## config.mk

```make
export PLATFORM = sky130hd
export DESIGN_NAME = des_decrypt_core
export DESIGN_NICKNAME = d
export VERILOG_FILES = /design/src/rtl/des_pkg.sv /design/src/rtl/des_f.sv /design/src/rtl/des_sbox.sv /design/src/rtl/des_decrypt_core.sv
export SDC_FILE = /design/constraint.sdc
export NUM_CORES = 1
export LEC_CHECK = 0
export CORE_AREA = 2 2 78 80
export CTS_BUF_LIST = sky130_fd_sc_hd__clkbuf_16
export DETAILED_ROUTE_END_ITERATION = 16
export DIE_AREA = 0 0 80 82
export PLACE_DENSITY = 0.73
export SLEW_MARGIN = 20
export SYNTH_ARGS = -nofsm -noshare
export SYNTH_HDL_FRONTEND = slang
export SYNTH_SLANG_ARGS = --single-unit
```

## constraint.sdc

```tcl
create_clock -name clk -period 1.49 [get_ports clk]
set_input_delay 0.2235 -clock clk [delete_from_list [all_inputs] [get_ports clk]]
set_output_delay 0.2235 -clock clk [all_outputs]
set_load 0.005 [all_outputs]
```

## src/rtl/des_pkg.sv

```systemverilog
// Shared DES constants: permutation tables (DES 1-based bit numbers, bit 1 = MSB),
// the decrypt rotation schedule, the FSM state type and the permutation helpers.
package des_pkg;

    localparam int BLOCK_W  = 64;
    localparam int HALF_W   = 32;
    localparam int SUBKEY_W = 48;
    localparam int ROUNDS   = 16;

    typedef enum logic [1:0] {IDLE, ROUND, DONE} state_t;

    localparam int IP_T [64] = '{
        58, 50, 42, 34, 26, 18, 10, 2, 60, 52, 44, 36, 28, 20, 12, 4,
        62, 54, 46, 38, 30, 22, 14, 6, 64, 56, 48, 40, 32, 24, 16, 8,
        57, 49, 41, 33, 25, 17,  9, 1, 59, 51, 43, 35, 27, 19, 11, 3,
        61, 53, 45, 37, 29, 21, 13, 5, 63, 55, 47, 39, 31, 23, 15, 7};

    localparam int FP_T [64] = '{
        40, 8, 48, 16, 56, 24, 64, 32, 39, 7, 47, 15, 55, 23, 63, 31,
        38, 6, 46, 14, 54, 22, 62, 30, 37, 5, 45, 13, 53, 21, 61, 29,
        36, 4, 44, 12, 52, 20, 60, 28, 35, 3, 43, 11, 51, 19, 59, 27,
        34, 2, 42, 10, 50, 18, 58, 26, 33, 1, 41,  9, 49, 17, 57, 25};

    localparam int E_T [48] = '{
        32,  1,  2,  3,  4,  5,  4,  5,  6,  7,  8,  9,  8,  9, 10, 11,
        12, 13, 12, 13, 14, 15, 16, 17, 16, 17, 18, 19, 20, 21, 20, 21,
        22, 23, 24, 25, 24, 25, 26, 27, 28, 29, 28, 29, 30, 31, 32,  1};

    localparam int P_T [32] = '{
        16,  7, 20, 21, 29, 12, 28, 17,  1, 15, 23, 26,  5, 18, 31, 10,
         2,  8, 24, 14, 32, 27,  3,  9, 19, 13, 30,  6, 22, 11,  4, 25};

    // Parity bits 8,16,...,64 never appear here, so they are dropped.
    localparam int PC1_T [56] = '{
        57, 49, 41, 33, 25, 17,  9,  1, 58, 50, 42, 34, 26, 18,
        10,  2, 59, 51, 43, 35, 27, 19, 11,  3, 60, 52, 44, 36,
        63, 55, 47, 39, 31, 23, 15,  7, 62, 54, 46, 38, 30, 22,
        14,  6, 61, 53, 45, 37, 29, 21, 13,  5, 28, 20, 12,  4};

    localparam int PC2_T [48] = '{
        14, 17, 11, 24,  1,  5,  3, 28, 15,  6, 21, 10, 23, 19, 12,  4,
        26,  8, 16,  7, 27, 20, 13,  2, 41, 52, 31, 37, 47, 55, 30, 40,
        51, 45, 33, 48, 44, 49, 39, 56, 34, 53, 46, 42, 50, 36, 29, 32};

    // Right rotations for rounds 1..16; round 1 is zero so it yields K16 straight from PC1.
    localparam int SHIFT_T [16] = '{0, 1, 2, 2, 2, 2, 2, 2, 1, 2, 2, 2, 2, 2, 2, 1};

    function automatic logic [63:0] ip_perm(input logic [63:0] x);
        logic [63:0] y;
        for (int i = 0; i < 64; i++) y[6'(63 - i)] = x[6'(64 - IP_T[6'(i)])];
        return y;
    endfunction

    function automatic logic [63:0] fp_perm(input logic [63:0] x);
        logic [63:0] y;
        for (int i = 0; i < 64; i++) y[6'(63 - i)] = x[6'(64 - FP_T[6'(i)])];
        return y;
    endfunction

    function automatic logic [47:0] e_expand(input logic [31:0] x);
        logic [47:0] y;
        for (int i = 0; i < 48; i++) y[6'(47 - i)] = x[5'(32 - E_T[6'(i)])];
        return y;
    endfunction

    function automatic logic [31:0] p_perm(input logic [31:0] x);
        logic [31:0] y;
        for (int i = 0; i < 32; i++) y[5'(31 - i)] = x[5'(32 - P_T[5'(i)])];
        return y;
    endfunction

    function automatic logic [55:0] pc1_perm(input logic [63:0] x);
        logic [55:0] y;
        for (int i = 0; i < 56; i++) y[6'(55 - i)] = x[6'(64 - PC1_T[6'(i)])];
        return y;
    endfunction

    function automatic logic [47:0] pc2_perm(input logic [55:0] x);
        logic [47:0] y;
        for (int i = 0; i < 48; i++) y[6'(47 - i)] = x[6'(56 - PC2_T[6'(i)])];
        return y;
    endfunction

    function automatic logic [27:0] ror28(input logic [27:0] x, input int n);
        case (n)
            1:       return {x[0], x[27:1]};
            2:       return {x[1:0], x[27:2]};
            default: return x;
        endcase
    endfunction

    // DES keys carry odd parity per byte; an even-parity byte flags the key.
    function automatic logic key_parity_bad(input logic [63:0] k);
        logic bad;
        bad = 1'b0;
        for (int i = 0; i < 8; i++) bad = bad | ~(^k[6'(8 * i) +: 8]);
        return bad;
    endfunction

endpackage

```

## src/rtl/des_f.sv

```systemverilog
// Combinational DES Feistel function f(R,K): expand, mix subkey, S-box substitute, permute.
module des_f
    import des_pkg::*;
(
    input  logic [HALF_W-1:0]   r,
    input  logic [SUBKEY_W-1:0] k,
    output logic [HALF_W-1:0]   f
);

    logic [SUBKEY_W-1:0] x;
    logic [HALF_W-1:0]   s;

    assign x = e_expand(r) ^ k;

    // Group 1 (x[47:42]) feeds sbox1 and lands in the top nibble.
    sbox1 u_sbox1 (.addr(x[47:42]), .dout(s[31:28]));
    sbox2 u_sbox2 (.addr(x[41:36]), .dout(s[27:24]));
    sbox3 u_sbox3 (.addr(x[35:30]), .dout(s[23:20]));
    sbox4 u_sbox4 (.addr(x[29:24]), .dout(s[19:16]));
    sbox5 u_sbox5 (.addr(x[23:18]), .dout(s[15:12]));
    sbox6 u_sbox6 (.addr(x[17:12]), .dout(s[11:8]));
    sbox7 u_sbox7 (.addr(x[11:6]),  .dout(s[7:4]));
    sbox8 u_sbox8 (.addr(x[5:0]),   .dout(s[3:0]));

    assign f = p_perm(s);

endmodule

```

## src/rtl/des_sbox.sv

```systemverilog
// DES S-box lookups sbox1..sbox8. Table entry n (row*16+col) sits at bits [255-4n -: 4];
// row is {addr[5],addr[0]}, column is addr[4:1].
module sbox1 (input logic [5:0] addr, output logic [3:0] dout);
    localparam logic [255:0] T = 256'hE4D12FB83A6C5907_0F74E2D1A6CB9538_41E8D62BFC973A50_FC8249175B3EA06D;
    assign dout = T[{~{addr[5], addr[0], addr[4:1]}, 2'b11} -: 4];
endmodule

module sbox2 (input logic [5:0] addr, output logic [3:0] dout);
    localparam logic [255:0] T = 256'hF18E6B34972DC05A_3D47F28EC01A69B5_0E7BA4D158C6932F_D8A13F42B67C05E9;
    assign dout = T[{~{addr[5], addr[0], addr[4:1]}, 2'b11} -: 4];
endmodule

module sbox3 (input logic [5:0] addr, output logic [3:0] dout);
    localparam logic [255:0] T = 256'hA09E63F51DC7B428_D709346A285ECBF1_D6498F30B12C5AE7_1AD069874FE3B52C;
    assign dout = T[{~{addr[5], addr[0], addr[4:1]}, 2'b11} -: 4];
endmodule

module sbox4 (input logic [5:0] addr, output logic [3:0] dout);
    localparam logic [255:0] T = 256'h7DE3069A1285BC4F_D8B56F03472C1AE9_A690CB7DF13E5284_3F06A1D8945BC72E;
    assign dout = T[{~{addr[5], addr[0], addr[4:1]}, 2'b11} -: 4];
endmodule

module sbox5 (input logic [5:0] addr, output logic [3:0] dout);
    localparam logic [255:0] T = 256'h2C417AB6853FD0E9_EB2C47D150FA3986_421BAD78F9C5630E_B8C71E2D6F09A453;
    assign dout = T[{~{addr[5], addr[0], addr[4:1]}, 2'b11} -: 4];
endmodule

module sbox6 (input logic [5:0] addr, output logic [3:0] dout);
    localparam logic [255:0] T = 256'hC1AF92680D34E75B_AF427C9561DE0B38_9EF528C3704A1DB6_432C95FABE17608D;
    assign dout = T[{~{addr[5], addr[0], addr[4:1]}, 2'b11} -: 4];
endmodule

module sbox7 (input logic [5:0] addr, output logic [3:0] dout);
    localparam logic [255:0] T = 256'h4B2EF08D3C975A61_D0B7491AE35C2F86_14BDC37EAF680592_6BD814A7950FE23C;
    assign dout = T[{~{addr[5], addr[0], addr[4:1]}, 2'b11} -: 4];
endmodule

module sbox8 (input logic [5:0] addr, output logic [3:0] dout);
    localparam logic [255:0] T = 256'hD2846FB1A93E50C7_1FD8A374C56B0E92_7B419CE206ADF358_21E74A8DFC90356B;
    assign dout = T[{~{addr[5], addr[0], addr[4:1]}, 2'b11} -: 4];
endmodule

```

## src/rtl/des_decrypt_core.sv

```systemverilog
// Iterative DES decryptor, one round per clock with subkeys K16..K1 generated on the fly.
// Optional key parity flag (output key_par_err) enabled by DES_KEY_PARITY_CHECK_EN.
module des_decrypt_core
    import des_pkg::*;
(
    input  logic               clk,
    input  logic               rst_n,
    input  logic               in_valid,
    output logic               in_ready,
    input  logic [BLOCK_W-1:0] ciphertext,
    input  logic [BLOCK_W-1:0] key,
    output logic               out_valid,
    input  logic               out_ready,
    output logic [BLOCK_W-1:0] plaintext
`ifdef DES_KEY_PARITY_CHECK_EN
    ,
    output logic               key_par_err
`endif
);

    localparam logic [4:0] LAST_ROUND = 5'(ROUNDS);

    // Handshake: a transfer happens on a rising edge where valid && ready are both high;
    // valid must then stay high and data stable until that edge.
    state_t                state, state_nxt;
    logic [4:0]            round;
    logic [HALF_W-1:0]     l_q, r_q, f_out;
    logic [27:0]           c_q, d_q, c_rot, d_rot;
    logic [SUBKEY_W-1:0]   subkey;
    logic [BLOCK_W-1:0]    pt_q, ip_in;
    logic [55:0]           pc1_key;
    logic                  accept;
    int                    shift;

    assign accept  = in_valid && (state == IDLE);
    assign ip_in   = ip_perm(ciphertext);
    assign pc1_key = pc1_perm(key);
    assign shift   = SHIFT_T[4'(round - 5'd1)];
    assign c_rot   = ror28(c_q, shift);
    assign d_rot   = ror28(d_q, shift);
    assign subkey  = pc2_perm({c_rot, d_rot});

    des_f u_des_f (.r(r_q), .k(subkey), .f(f_out));

    always_ff @(posedge clk or negedge rst_n) begin
        if (!rst_n) state <= IDLE;
        else        state <= state_nxt;
    end

    always_comb begin
        state_nxt = state;
        case (state)
            IDLE:    if (in_valid) state_nxt = ROUND;
            ROUND:   if (round == LAST_ROUND) state_nxt = DONE;
            DONE:    if (out_ready) state_nxt = IDLE;
            default: state_nxt = IDLE;
        endcase
    end

    always_ff @(posedge clk or negedge rst_n) begin
        if (!rst_n) begin
            round <= '0;
            l_q   <= '0;
            r_q   <= '0;
            c_q   <= '0;
            d_q   <= '0;
            pt_q  <= '0;
        end else if (accept) begin
            {l_q, r_q} <= ip_in;
            {c_q, d_q} <= pc1_key;
            round      <= 5'd1;
        end else if (state == ROUND) begin
            l_q <= r_q;
            r_q <= l_q ^ f_out;
            c_q <= c_rot;
            d_q <= d_rot;
            if (round == LAST_ROUND) begin
                // Final swap: preoutput is R16||L16.
                pt_q  <= fp_perm({l_q ^ f_out, r_q});
                round <= '0;
            end else begin
                round <= round + 5'd1;
            end
        end
    end

`ifdef DES_KEY_PARITY_CHECK_EN
    always_ff @(posedge clk or negedge rst_n) begin
        if (!rst_n)      key_par_err <= 1'b0;
        else if (accept) key_par_err <= key_parity_bad(key);
    end
`endif

    assign in_ready  = (state == IDLE);
    assign out_valid = (state == DONE);
    assign plaintext = pt_q;

endmodule

```

# == After elaboration in Yosys (flattened, before gate mapping) ==
# Cells that the tools add are included.
# W data, S select, Z words.
# totals
reg_bits,7
output_inout_bits,66
wordCells,20
# classes
mux,7
n_addsub,1
n_eq_ne,6
reduce_logical,4
# op_table
operator,count
$mux W5,3
$mux W2,3
$pmux W2 S3,1
$add A5 B1 Y5 const B,1
$eq A5 B5 Y1 const B,1
$ne A2 B2 Y1 const B,2
$reduce_and A3 Y1,1
$eq A2 B1 Y1 const B,1
$eq A2 B2 Y1 const B,1
$logic_not A2 Y1,1
$ne A2 B1 Y1 const B,1
$reduce_bool A2 Y1,1
$logic_and A1 B1 Y1,1

# == Longest topological paths before layout ==
# Gate-level depths: netlist of the first run.
# depth
ltp_word,4
depth_mapped,5
depth_no_buf,5

# == Worst setup path before layout of the first run ==
# Ideal clock, no wire load.
# synth_timing
path_type,flip-flop to flip-flop
from,reg round[0]
to,reg state[1]
path_slack_ps,394
t_arrival_ps,975
stages_incl_launch_ff,6
n_path_buf,0
synth_period_minus_slack_ps,1096
path_cell_list,dfrtp_1 inv_1 ha_1 nand4bb_4 nand2_4 a22o_1
# synth_between
elab_chain_cells,3
# synth_rtl
element,line,source
"start, declared",des_decrypt_core.sv:26,logic [4:0] round;
"start signal, assigned",des_decrypt_core.sv:82,round <= round + 5'd1;
$eq A5 B5 Y1,des_decrypt_core.sv:54,ROUND: if (round == LAST_ROUND) state_nxt = DONE;
$ne A2 B2 Y1 (no source line),--,
$reduce_and A3 Y1 (no source line),--,
"end signal, assigned",des_decrypt_core.sv:47,else state <= state_nxt;
"end, declared",des_decrypt_core.sv:25,"state_t state, state_nxt;"
# No other way between the ends.
# A chain may end at the register's enable or synchronous reset.

# == Final worst setup path of the first run ==
# layout_timing
from,reg state[0]
to,out out_valid
# layout_between
elab_chain_cells,1
# layout_rtl
element,line,source
$eq A2 B2 Y1,des_decrypt_core.sv:95,assign out_valid = (state == DONE);
"end, declared",des_decrypt_core.sv:12,"output logic out_valid,"
# No other way between the ends.

==> results of run 1 <==
==> area by class of cell <==
class                           count  area, µm²  area share
Sequential cell                     7        176       0.200
Inverter                            3       11.3      0.0128
Tap cell                           75       93.8       0.106
Timing Repair Buffer                8       73.8      0.0837
Clock buffer                        3       75.1      0.0851
Clock inverter                      1       3.75     0.00426
Multi-Input combinational cell     90        448       0.508
==> through the flow <==
stage / worst slack [ns] / util / hold WS (ns) / cell area [µm²]
6_report: 0.0640 / 0.154 / 0.257 / 882
5_1_grt: 0.0250 / 0.154 / 0.296 / 882
4_1_cts: 0.00718 / 0.153 / 0.265 / 880
3_5_place_dp: 0.141 / 0.135 / 0.511 / 776
3_3_place_gp: 0.149 / 0.135 / 0.515 / 776
2_1_floorplan: 0.394 / - / -0.0721 / 1110
==> state kept, by name (all words and copies together), names as in the netlist <==
| name | cells |
|---|---|
| round | 5 |
| state | 2 |
==> worst register-to-register path: cells and delay by family (launching register included) <==
| kind | cells | cell delay [ns] |
|---|---|---|
| buf+inv | 2 | 0.27 |
| flops | 1 | 0.39 |
| compound gates | 3 | 0.50 |
==> kinds of logic (layout without fill, tap and decap cells) <==
kind of cell,after synthesis,count (layout)
buffers and inverters,67,15
AND/OR/NAND/NOR,14,14
AO/OA/AOI/OAI,8,8
flip-flops,7,7
adder cells (fa/ha/maj),2,2
XOR/XNOR,2,2
other,1,64
==> how the worst max path moves through the flow <==
stage	startpoint	to	slack [ns]	cells after the start
final	state[0]	out_valid	0.06	3
after global routing	state[0]	out_valid	0.02	3
after CTS	state[0]	in_ready	0.007	2
after detailed placement	state[0]	out_valid	0.14	2
after global placement	state[0]	out_valid	0.15	2
after floorplan	round[0]	state[1]	0.39	5
==> placed cells by master (no fill, tap or decap), drive strengths merged <==
| cell type | Yosys | final |
|---|---|---|
| nand2 | 5 | 5 |
| nor3b | 1 | 1 |
| o211ai | 1 | 1 |
| inv | 3 | 4 |
| and2b | 1 | 1 |
| nand2b | 1 | 1 |
| conb | 1 | 64 |
| dlygate4sd2 | 0 | 1 |
| o21bai | 1 | 1 |
| xor2 | 2 | 2 |
| dfrtp | 7 | 7 |
| buf | 64 | 3 |
| clkdlybuf4s50 | 0 | 3 |
| clkbuf | 0 | 3 |
| ha | 2 | 2 |
| a22o | 2 | 2 |
| nand3 | 3 | 3 |
| nor2 | 1 | 1 |
| dlymetal6s2s | 0 | 1 |
| nor2b | 1 | 1 |
| nand4bb | 1 | 1 |
| o21ai | 4 | 4 |
==> layer usage <==
layer  vias to the layer above  GRT usage  wire, µm
met3                         2     0.0264       224
li1                        211          -         -
met5                         -          0         0
met4                         0     0.0203        13
met2                        54     0.0533       495
met1                       209     0.0322       358
==> power groups by stage <==
stage | Combinational (mW) | Clock, mW | Sequential (mW)
after global routing | 0.588 | 0.481 | 0.350
after floorplan | 0.447 | 0 | 0.332
final | 0.517 | 0.454 | 0.341
after global placement | 0.423 | 0 | 0.349
after detailed placement | 0.444 | 0 | 0.353
after CTS | 0.520 | 0.463 | 0.339
==> what timing repair did <==
item / in CTS / in global routing
buffers inserted: 3 / 0
resized for setup: 3 / 1
hold buffers: 0 / 0
setup endpoints to repair: 2 / 1
cloned: 0 / 0
==> impl_summary.md, run 1 <==
Power
The net switching power is 0.432 mW. Internal power comes to 0.879 mW. Power spread over the standard cell area amounts to ~1500 mW/mm². The sequential power share is 0.260. The share of total power in combinational logic is 0.394. The power share of the clock group is 0.346.

Summing internal, switching and leakage power gives about 1.3 mW. The fraction of power spent switching nets is 0.330. The highest ir drop seen on vdd is roughly 0.41 mV. The standby leakage power is roughly 0.47 nW.

Timing
Based on the critical path, the design can be clocked at up to ~700 MHz. Across the routed clock network, the largest skew measured is 0.00205 ns. The hold violation count in the final report is 0.

The total negative slack is 0 ns. The routed design could run at a clock period as short as 1.43 ns. Setup repair after global routing left no endpoint under its margin. The max-slew violation count was 0.

Setup violations remaining at the end of the flow were counted as 0. Dividing the final minimum period by the clock period gives 0.957.

Logic synthesis
The library cell occupying the most area in the post-synthesis netlist is buf_4. The area fraction in compound gates after synthesis was 0.0614. Of the total synthesized cell area, the portion taken by full adders, half adders and majority gates is 0.0286. The Yosys step of the flow raised 0 warnings.

The number of library cell types mapped by synthesis is 20. After synthesis, the largest family of logic cells by area is buffers and inverters. The proportion of synthesized area in mux cells is 0. Yosys mapped a number of flops with a built-in enable equal to 0.

Counting flops with an async set or reset pin after synthesis yields a share of 1.00. The share of synthesized area in the top cell type comes to 0.549. The basic-gate share of the synthesized area counting and, or, nand and nor cells is 0.124.

The average instance in the mapped netlist occupies 8.67 µm². The most instantiated library cell after synthesis is buf_4. The xor/xnor cell area share of the yosys netlist is 0.0200. For this run, the register share of the synthesized area comes to 0.200. Counting instances in the post-synthesis netlist gives the leading cell types as 64 x buf_4, 7 x dfrtp_1, 4 x nand2_1, 4 x o21ai_0. The most used flip-flop cell after synthesis is dfrtp_1. The summed instance area of the synthesized netlist is roughly 880 µm². The number of standard cells after synthesis is 101. In the post-synthesis netlist, the biggest area contributors are buf_4 55%, dfrtp_1 20%, nand4bb_4 3.1%. The post-synthesis register bit count is 7.

Critical path
The number of cells on the worst reg-to-reg path is 5. The internal reg-to-reg setup slack is 0.23 ns. Data on the critical path arrives at its endpoint at approximately 1.2 ns.

The maximum net fanout on the critical path is 2. Data on the critical path is required at its endpoint by 1.27 ns. The largest stage delay on the critical path is 0.39 ns. The startpoint-to-endpoint class of the critical path is reg -> out.

The library cell contributing the largest single delay on the critical path is dfrtp_1. The worst register-to-register path begins at state[0]. The element type at the critical path end is an output port. The critical path startpoint category is a flop.

The endpoint identified for the worst register-to-register timing path is round[2]. The critical path goes through buf_4, and2b_2, dlygate4sd2_1. The count of buffer and inverter cells on the critical path is 2. The dominant delay contributor by cell family on the critical path is flip-flops.

Placed design
In this run, placement finished with an instance count of 180. The count of input and output buffers is 5. The HPWL after detailed placement is 885 µm. The weighted congestion reported at the end of routability-driven placement is 0.744.

Route
For this run, design rule violations remaining after detail routing come to 0. In this run the remaining antenna-violating nets after routing total 0. The detailed-route via count is between 400 and 500. In this run, the number of DRC markers left after iteration 0 of detailed routing was 15.

The detail-routed via count per cell is 2.55. The routed wire length is roughly 1100 µm. The number of iterations in the first detailed-routing pass is 3.

The post-detailed-route wirelength per cell is 5.83 µm.

Hold path
The worst hold path class is in -> async.

Global routing
The total global-route track usage is 0.0343. The number of antenna violations at the first check in global routing is 0. The number of global-route vias before repair is ~350. Entering global routing, the biggest net connects 8 pins. Summed over all layers, the global routing overflow is 0.

The first global-routing pass estimated 1580 µm of wire.

Die
After floorplanning, the core was divided into 28 placement rows. The die footprint is 0.00656 mm². The initial utilization of the core area, before any placement, comes to 0.152. From left edge to right edge, the die measures 80 µm. The die boundary height is around 82 µm. The core region is 0.00575 mm². around 200 I/O pins were placed.

Layout
After filler insertion, the fill cell instance count of the layout stands at 660. The number of inserted diodes is 0. The total number of nets in the final design is 247. The finished layout holds 187 standard cells, fillers aside. In the final layout, the share of cells above drive strength 1 is 0.116. From synthesis to final layout, the design area changed by 0.714%.

Flow run
The max-cap violation count is 0.

Clocking
The clock slew at the register clock pins of the worst setup and hold paths is ~0.040 ns. Counting the buffers created by CTS gives 3. The maximum buffer depth of the clock tree is 2. TritonCTS built the clock tree. The maximum level of the CTS H-tree is 1. Clock latency on the worst-skew pair, taken at its later pin, is around 0.23 ns. Counting every sink on the clock net gives 7.

The clock root buffer is clkbuf_16.

Run status
The flow ran to the end, and the final reports show no timing, DRC or antenna violations.
(Power assumes the default switching activity.)
==> run 2: changes to the inputs <==
--- a/config.mk
+++ b/config.mk
@@ -10,6 +10,7 @@
 export DETAILED_ROUTE_END_ITERATION = 16
 export DIE_AREA = 0 0 80 82
 export PLACE_DENSITY = 0.73
+export SKIP_CTS_REPAIR_TIMING = 1
 export SLEW_MARGIN = 20
 export SYNTH_ARGS = -nofsm -noshare
 export SYNTH_HDL_FRONTEND = slang
==> constraint.sdc (replaced) <==
create_clock -name clk -period 1.84 [get_ports clk]
set_input_delay 0.276 -clock clk [delete_from_list [all_inputs] [get_ports clk]]
set_output_delay 0.276 -clock clk [all_outputs]
set_load 0.005 [all_outputs]
==> run 2 against run 1 <==
Core utilization decreased by 0.48 points. Design area decreased by 3.1%. Sequential power decreased by 17%. Sequential cell count unchanged. Via count decreased by 2.3%. Non-clock buffer count decreased by 3. Setup slack improved by 0.12 ns. Register-to-register slack improved by 0.43 ns. Critical path depth decreased by 1.
==> impl_summary.md, run 2 (synthesis results as in run 1) <==
Run status
The run finished with clean final reports.

Power
The internal power is 0.678 mW (-23%). The net switching power is 0.331 mW (-23%). The share of total power in combinational logic is 0.355 (-0.039).

The highest ir drop seen on vdd is 0.340 mV (-18%). The standby leakage power is 0.445 nW (-6.1%). The fraction of power spent switching nets is 0.328 (-0.00155). The power share of the clock group is 0.363 (+0.017). The cell area power density is 1180 mW/mm² (-21%). The sequential power share is 0.282 (+0.022).

Layout
The number of inserted diodes is 0 (unchanged). The number of flip-flops in the largest register is 5 (unchanged). The fraction of final layout cells sized beyond drive strength 1 is 0.0734 (-0.0427). The synthesis-to-finish area growth is -2.43%. Leaving out fill and tap cells, the most frequent cell in the layout is conb_1. The top cell types in the final layout, fill and taps aside, are 64 x conb_1, 7 x dfrtp_1, 5 x clkdlybuf4s50_1. The register with the most flip-flops is round. The total number of nets in the final design was 244 (-1.2%).

In the final layout, the registers with the most flip-flops are round x5, state x2. The final core utilization was 0.149 (-0.00479).

Clocking
The number of clock sinks came to 7 (unchanged). The clock root buffer is clkbuf_16. The clock network latency to the later pin of the worst-skew pair is 0.23 ns (about the same).

The clock slew at the register clock pins of the worst setup and hold paths is 0.04 ns (about the same). The maximum level of the CTS H-tree came to 1 (unchanged). The maximum buffer depth of the clock tree is 2 (unchanged).

The number of buffers created by CTS was 3 (unchanged). The clock tree from TritonCTS is done.

Die
The count of standard-cell rows is 28 (unchanged). The horizontal die dimension came to 80 µm (unchanged). The die footprint was 0.00656 mm² (unchanged).

The core footprint is 0.00575 mm² (unchanged). The initial standard-cell utilization of the core was 0.152 (unchanged). The number of I/O pins came to 198 (unchanged).

The die boundary height came to 82 µm (unchanged).

Route
The post-detailed-route wirelength per cell was 5.60 µm (-4.1%). The length of routed met3 wiring is 231 µm (+3.1%). The wire length on met1 is 327 µm (-8.7%). The detailed router used layers up to and including met4.

The DRC violation total after the first TritonRoute iteration is 10 (-5). The detail-routed via count per cell is 2.53 (-0.72%). The routed wire length is 1030 µm (-5.6%). The met2 wirelength from detailed routing came to 458 µm (-7.5%). The number of routed nets with antenna violations is 0 (unchanged).

The total DRC errors in the routed layout was 0 (unchanged). The number of iterations in the first detailed-routing pass is 4 (+1). The detailed-route via count came to 465 (-2.3%).

Placed design
The HPWL after detailed placement is 885 µm (unchanged). The weighted congestion reported at the end of routability-driven placement is 0.744 (unchanged). The post-placement worst setup slack is 0.439 ns (+0.298 ns). The count of input and output buffers is 5 (unchanged).

Critical path
The critical path startpoint category is a flop. The count of buffer and inverter cells on the critical path was 1 (-1). The maximum net fanout on the critical path was 5 (+3). The arrival time of the worst setup path is 1.38 ns (+0.18 ns). The element type at the critical path end is an output port. The required time of the worst setup path came to 1.56 ns (+0.29 ns). On the critical path, the stage with the largest delay is an instance of clkdlybuf4s50_1. The largest stage delay on the critical path came to 0.50 ns (+0.11 ns). The worst setup path is of the reg -> out kind.

The signal on the critical path passes through and2b_2, clkdlybuf4s50_1. In this design, the largest share of critical-path delay is due to buffers and inverters.

Timing
The total negative slack is 0 ns (unchanged). The max-slew violation count is 0 (unchanged). Derived from the worst setup path, the maximum achievable clock frequency is between 600 and 700 MHz. The clock period could shrink to 1.65 ns. The hold slack is 0.305 ns (+0.0480 ns). The final setup slack of the worst path came to 0.189 ns (+0.125 ns). The share of the cycle needed by the critical path after routing is 0.897. The hold violation count in the final report is 0 (unchanged). The count of final setup violators is 0 (unchanged). Setup repair after global routing left no endpoint under its margin.

The worst-case clock skew is 0.00133 ns (-0.000721 ns).

Global routing
The residual overflow from global routing is 0 (unchanged). The number of global-route vias before repair is 321 (-7.8%). The pin count of the biggest net entering global routing was 8 (unchanged). The number of antenna violations at the first check in global routing is 0 (unchanged). The total global-route track usage is 0.0325 (-0.00185). The wire length of the first global-routing pass is 1490 µm (-5.7%).

Flow run
The max-cap violation count was 0 (unchanged).

Hold path
The worst hold path class is in -> async.
-- run 2: cell type report --
class,count,area (µm²)
clock buffers,3,75.1
clock inverters,1,3.75
fillers,662,4890
inverters,3,11.3
multi-input cells,90,445
flip-flops and latches,7,175
well taps,75,93.8
repair buffers,5,50.0
-- run 2: final timing paths --
| check | startpoint | to | slack [ns] | cells past startpoint |
|---|---|---|---|---|
| max in group asynchronous | rst_n | round[3] | 1.30 | 1 |
| worst min-delay path | rst_n | state[0] | 0.30 | 1 |
| worst max register to register | round[0] | state[1] | 0.66 | 5 |
| worst min register to register | round[3] | round[3] | 0.56 | 2 |
| worst max-delay path | state[0] | out_valid | 0.19 | 2 |
| min in group clk | round[3] | round[3] | 0.56 | 2 |
-- run 2: per-layer routing --
metal | vias to the layer above | GRT usage
met5 | - | 0
met4 | 0 | 0.0203
met3 | 2 | 0.0264
met2 | 54 | 0.0475
met1 | 203 | 0.0316
li1 | 206 | -
-- run 2: power groups by stage --
stage	sequential, mW	combinational, mW	clock, mW
6_report	0.284	0.358	0.367
5_1_grt	0.296	0.412	0.390
4_1_cts	0.284	0.362	0.375
3_5_place_dp	0.286	0.360	0
3_3_place_gp	0.283	0.343	0
2_1_floorplan	0.269	0.362	0
-- run 2: through the flow --
stage	area, µm²	power [mW]	std cells
2_1_floorplan	1110	0.631	164
3_3_place_gp	776	0.626	180
3_5_place_dp	776	0.646	180
4_1_cts	855	1.02	184
5_1_grt	855	1.10	184
6_report	855	1.01	184
==> run 3: changes to the inputs <==
--- a/config.mk
+++ b/config.mk
@@ -6,9 +6,9 @@
 export NUM_CORES = 1
 export LEC_CHECK = 0
 export CORE_AREA = 2 2 78 80
-export CTS_BUF_LIST = sky130_fd_sc_hd__clkbuf_16
 export DETAILED_ROUTE_END_ITERATION = 16
 export DIE_AREA = 0 0 80 82
+export HOLD_SLACK_MARGIN = 0.03
 export PLACE_DENSITY = 0.73
 export SKIP_CTS_REPAIR_TIMING = 1
 export SLEW_MARGIN = 20
==> run 3 against run 2 <==
Via count increased by 0.65%. Non-clock buffer count unchanged. Global-route usage is 0.12 points higher. Largest power group is now combinational logic.
==> impl_summary.md, run 3 (synthesis results as in run 1) <==
Run status
The flow ran to the end, and the final reports show no timing, DRC or antenna violations.

Route
The detail-routed via count per cell is 2.54 (+0.65%). The detailed-route via count was 468 (+0.65%). The DRC violation total after the first TritonRoute iteration is 7 (-3). The number of routed nets with antenna violations was 0 (unchanged).

The routed wire length is 1080 µm (+4.6%). The post-detailed-route wirelength per cell is 5.85 µm (+4.6%). The total DRC errors in the routed layout is 0 (unchanged). The number of iterations in the first detailed-routing pass came to 4 (unchanged).

Layout
The register with the most flip-flops is round. The non-filler instance count after layout was 184 (unchanged). The total number of nets in the final design came to 244 (unchanged). The final core utilization is 0.143 (-0.00588). The library cell used most frequently in the layout, excluding fill and tap cells, is conb_1. Relative to the synthesized area, the layout overhead comes to -6.29%.

The fraction of final layout cells sized beyond drive strength 1 is 0.0734 (unchanged). In the final layout, the registers with the most flip-flops are round x5, state x2. The post-layout instance area is 821 µm² (-4.0%).

In the layout the commonest cells are 64 x conb_1, 7 x dfrtp_1, 5 x clkdlybuf4s50_1, 4 x nand2_1, 4 x o21ai_0. The number of inserted diodes is 0 (unchanged). The number of flip-flops in the largest register came to 5 (unchanged).

Power
The highest ir drop seen on vdd came to 0.309 mV (-9.2%). The cell area power density came to 1050 mW/mm² (-11%). The standby leakage power was 0.426 nW (-4.4%). The total power consumption of the routed design is 0.863 mW (-15%).

Timing
The worst-case clock skew is 0.00159 ns (+0.000259 ns). The hold violation count in the final report was 0 (unchanged). The count of final setup violators was 0 (unchanged).

The total negative slack is 0 ns (unchanged). The final period demand of the worst path is 1.64 ns (-0.00711 ns). The max-slew violation count is 0 (unchanged). Setup repair after global routing left no endpoint under its margin.

The fmax is 608 MHz (+0.43%). The share of the cycle needed by the critical path after routing is 0.894 (-0.00387).

Critical path
The arrival time of the worst setup path is 1.37 ns (about the same). In this run the critical register-to-register path is launched from round[0]. The startpoint-to-endpoint class of the critical path is reg -> out. STA classifies the critical path endpoint as an output port. The worst setup path is launched from a flop. The required time of the worst setup path is 1.56 ns (about the same). The worst setup path startpoint is state[0]. The maximum net fanout on the critical path is 5 (unchanged). The number of cells on the worst reg-to-reg path is 5 (unchanged).

Die
The horizontal die dimension came to 80 µm (unchanged). The count of standard-cell rows is 28 (unchanged). The core footprint is 0.00575 mm² (unchanged). The die boundary height is 82 µm (unchanged). The number of I/O pins was 198 (unchanged). The die footprint is 0.00656 mm² (unchanged). The initial standard-cell utilization of the core came to 0.152 (unchanged).

Hold path
The worst hold path class is in -> async.

Placed design
The instance area after placement is 776 µm² (unchanged). The count of input and output buffers is 5 (unchanged). The weighted congestion reported at the end of routability-driven placement is 0.744 (unchanged). The HPWL after detailed placement is 885 µm (unchanged).

The total instance count after detailed placement is 180 (unchanged).

Clocking
The clock slew at the register clock pins of the worst setup and hold paths is 0.04 ns (about the same). The number of buffers created by CTS was 3 (unchanged). The maximum buffer depth of the clock tree is 2 (unchanged).

The clock network latency to the later pin of the worst-skew pair is 0.22 ns (about the same). The maximum level of the CTS H-tree is 1 (unchanged). The clock tree from TritonCTS is done. The clock root buffer is clkbuf_8.

The number of clock sinks came to 7 (unchanged).

Flow run
The max-cap violation count is 0 (unchanged).

Global routing
The number of antenna violations at the first check in global routing is 0 (unchanged). The residual overflow from global routing is 0 (unchanged). The number of global-route vias before repair is 331 (+3.1%). The total global-route track usage is 0.0336 (+0.00115).

The wire length of the first global-routing pass is 1520 µm (+1.9%). The pin count of the biggest net entering global routing is 8 (unchanged).
-- run 3: changes by cell type in the layout (fill, tap and decap cells not counted) --
cell	change
clkbuf_1	+1
inv_1	-1
clkbuf_8	+3
clkbuf_16	-3
-- run 3: cell type report --
cell class / instances / area [µm²]
Fill cell: 668 / 4920
Multi-Input combinational cell: 90 / 445
Sequential cell: 7 / 175
Tap cell: 75 / 93.8
Timing Repair Buffer: 5 / 50.0
Clock buffer: 4 / 45.0
Inverter: 3 / 11.3
-- run 3: worst max-delay path, stage by stage, from the launching register on --
cell             delay, ns
dfrtp_1               0.41
and2b_2               0.23
clkdlybuf4s50_1       0.50
-- run 3: metal layers --
layer  track usage  up-vias  part of all wire
li1              -      206                 -
met1        0.0309      208              0.31
met2        0.0525       52              0.45
met3        0.0264        2              0.22
met4        0.0203        0             0.016
met5             0        -                 0
-- run 3: per-stage QoR --
step | hold WS (ns) | setup WS, ns
after detailed placement | 0.562 | 0.439
after CTS | 0.322 | 0.190
final | 0.313 | 0.196
after global placement | 0.535 | 0.446
after floorplan | -0.0196 | 0.744
after global routing | 0.347 | 0.139
-- run 3: worst paths after layout --
| kind | slack, ns | to |
|---|---|---|
| max | 0.20 | out_valid |
| min | 0.31 | state[0] |
| max reg2reg | 0.64 | state[1] |
| min reg2reg | 0.57 | round[3] |
| max in group asynchronous | 1.29 | round[3] |
| min in group clk | 0.57 | round[3] |
-- run 3: report_power, final --
| part | leakage (nW) | internal, mW | switching [mW] |
|---|---|---|---|
| registers | 0.0899 | 0.216 | 0.0720 |
| clock network | 0.0228 | 0.150 | 0.0646 |
| logic | 0.313 | 0.180 | 0.181 |
| total | 0.426 | 0.545 | 0.317 |
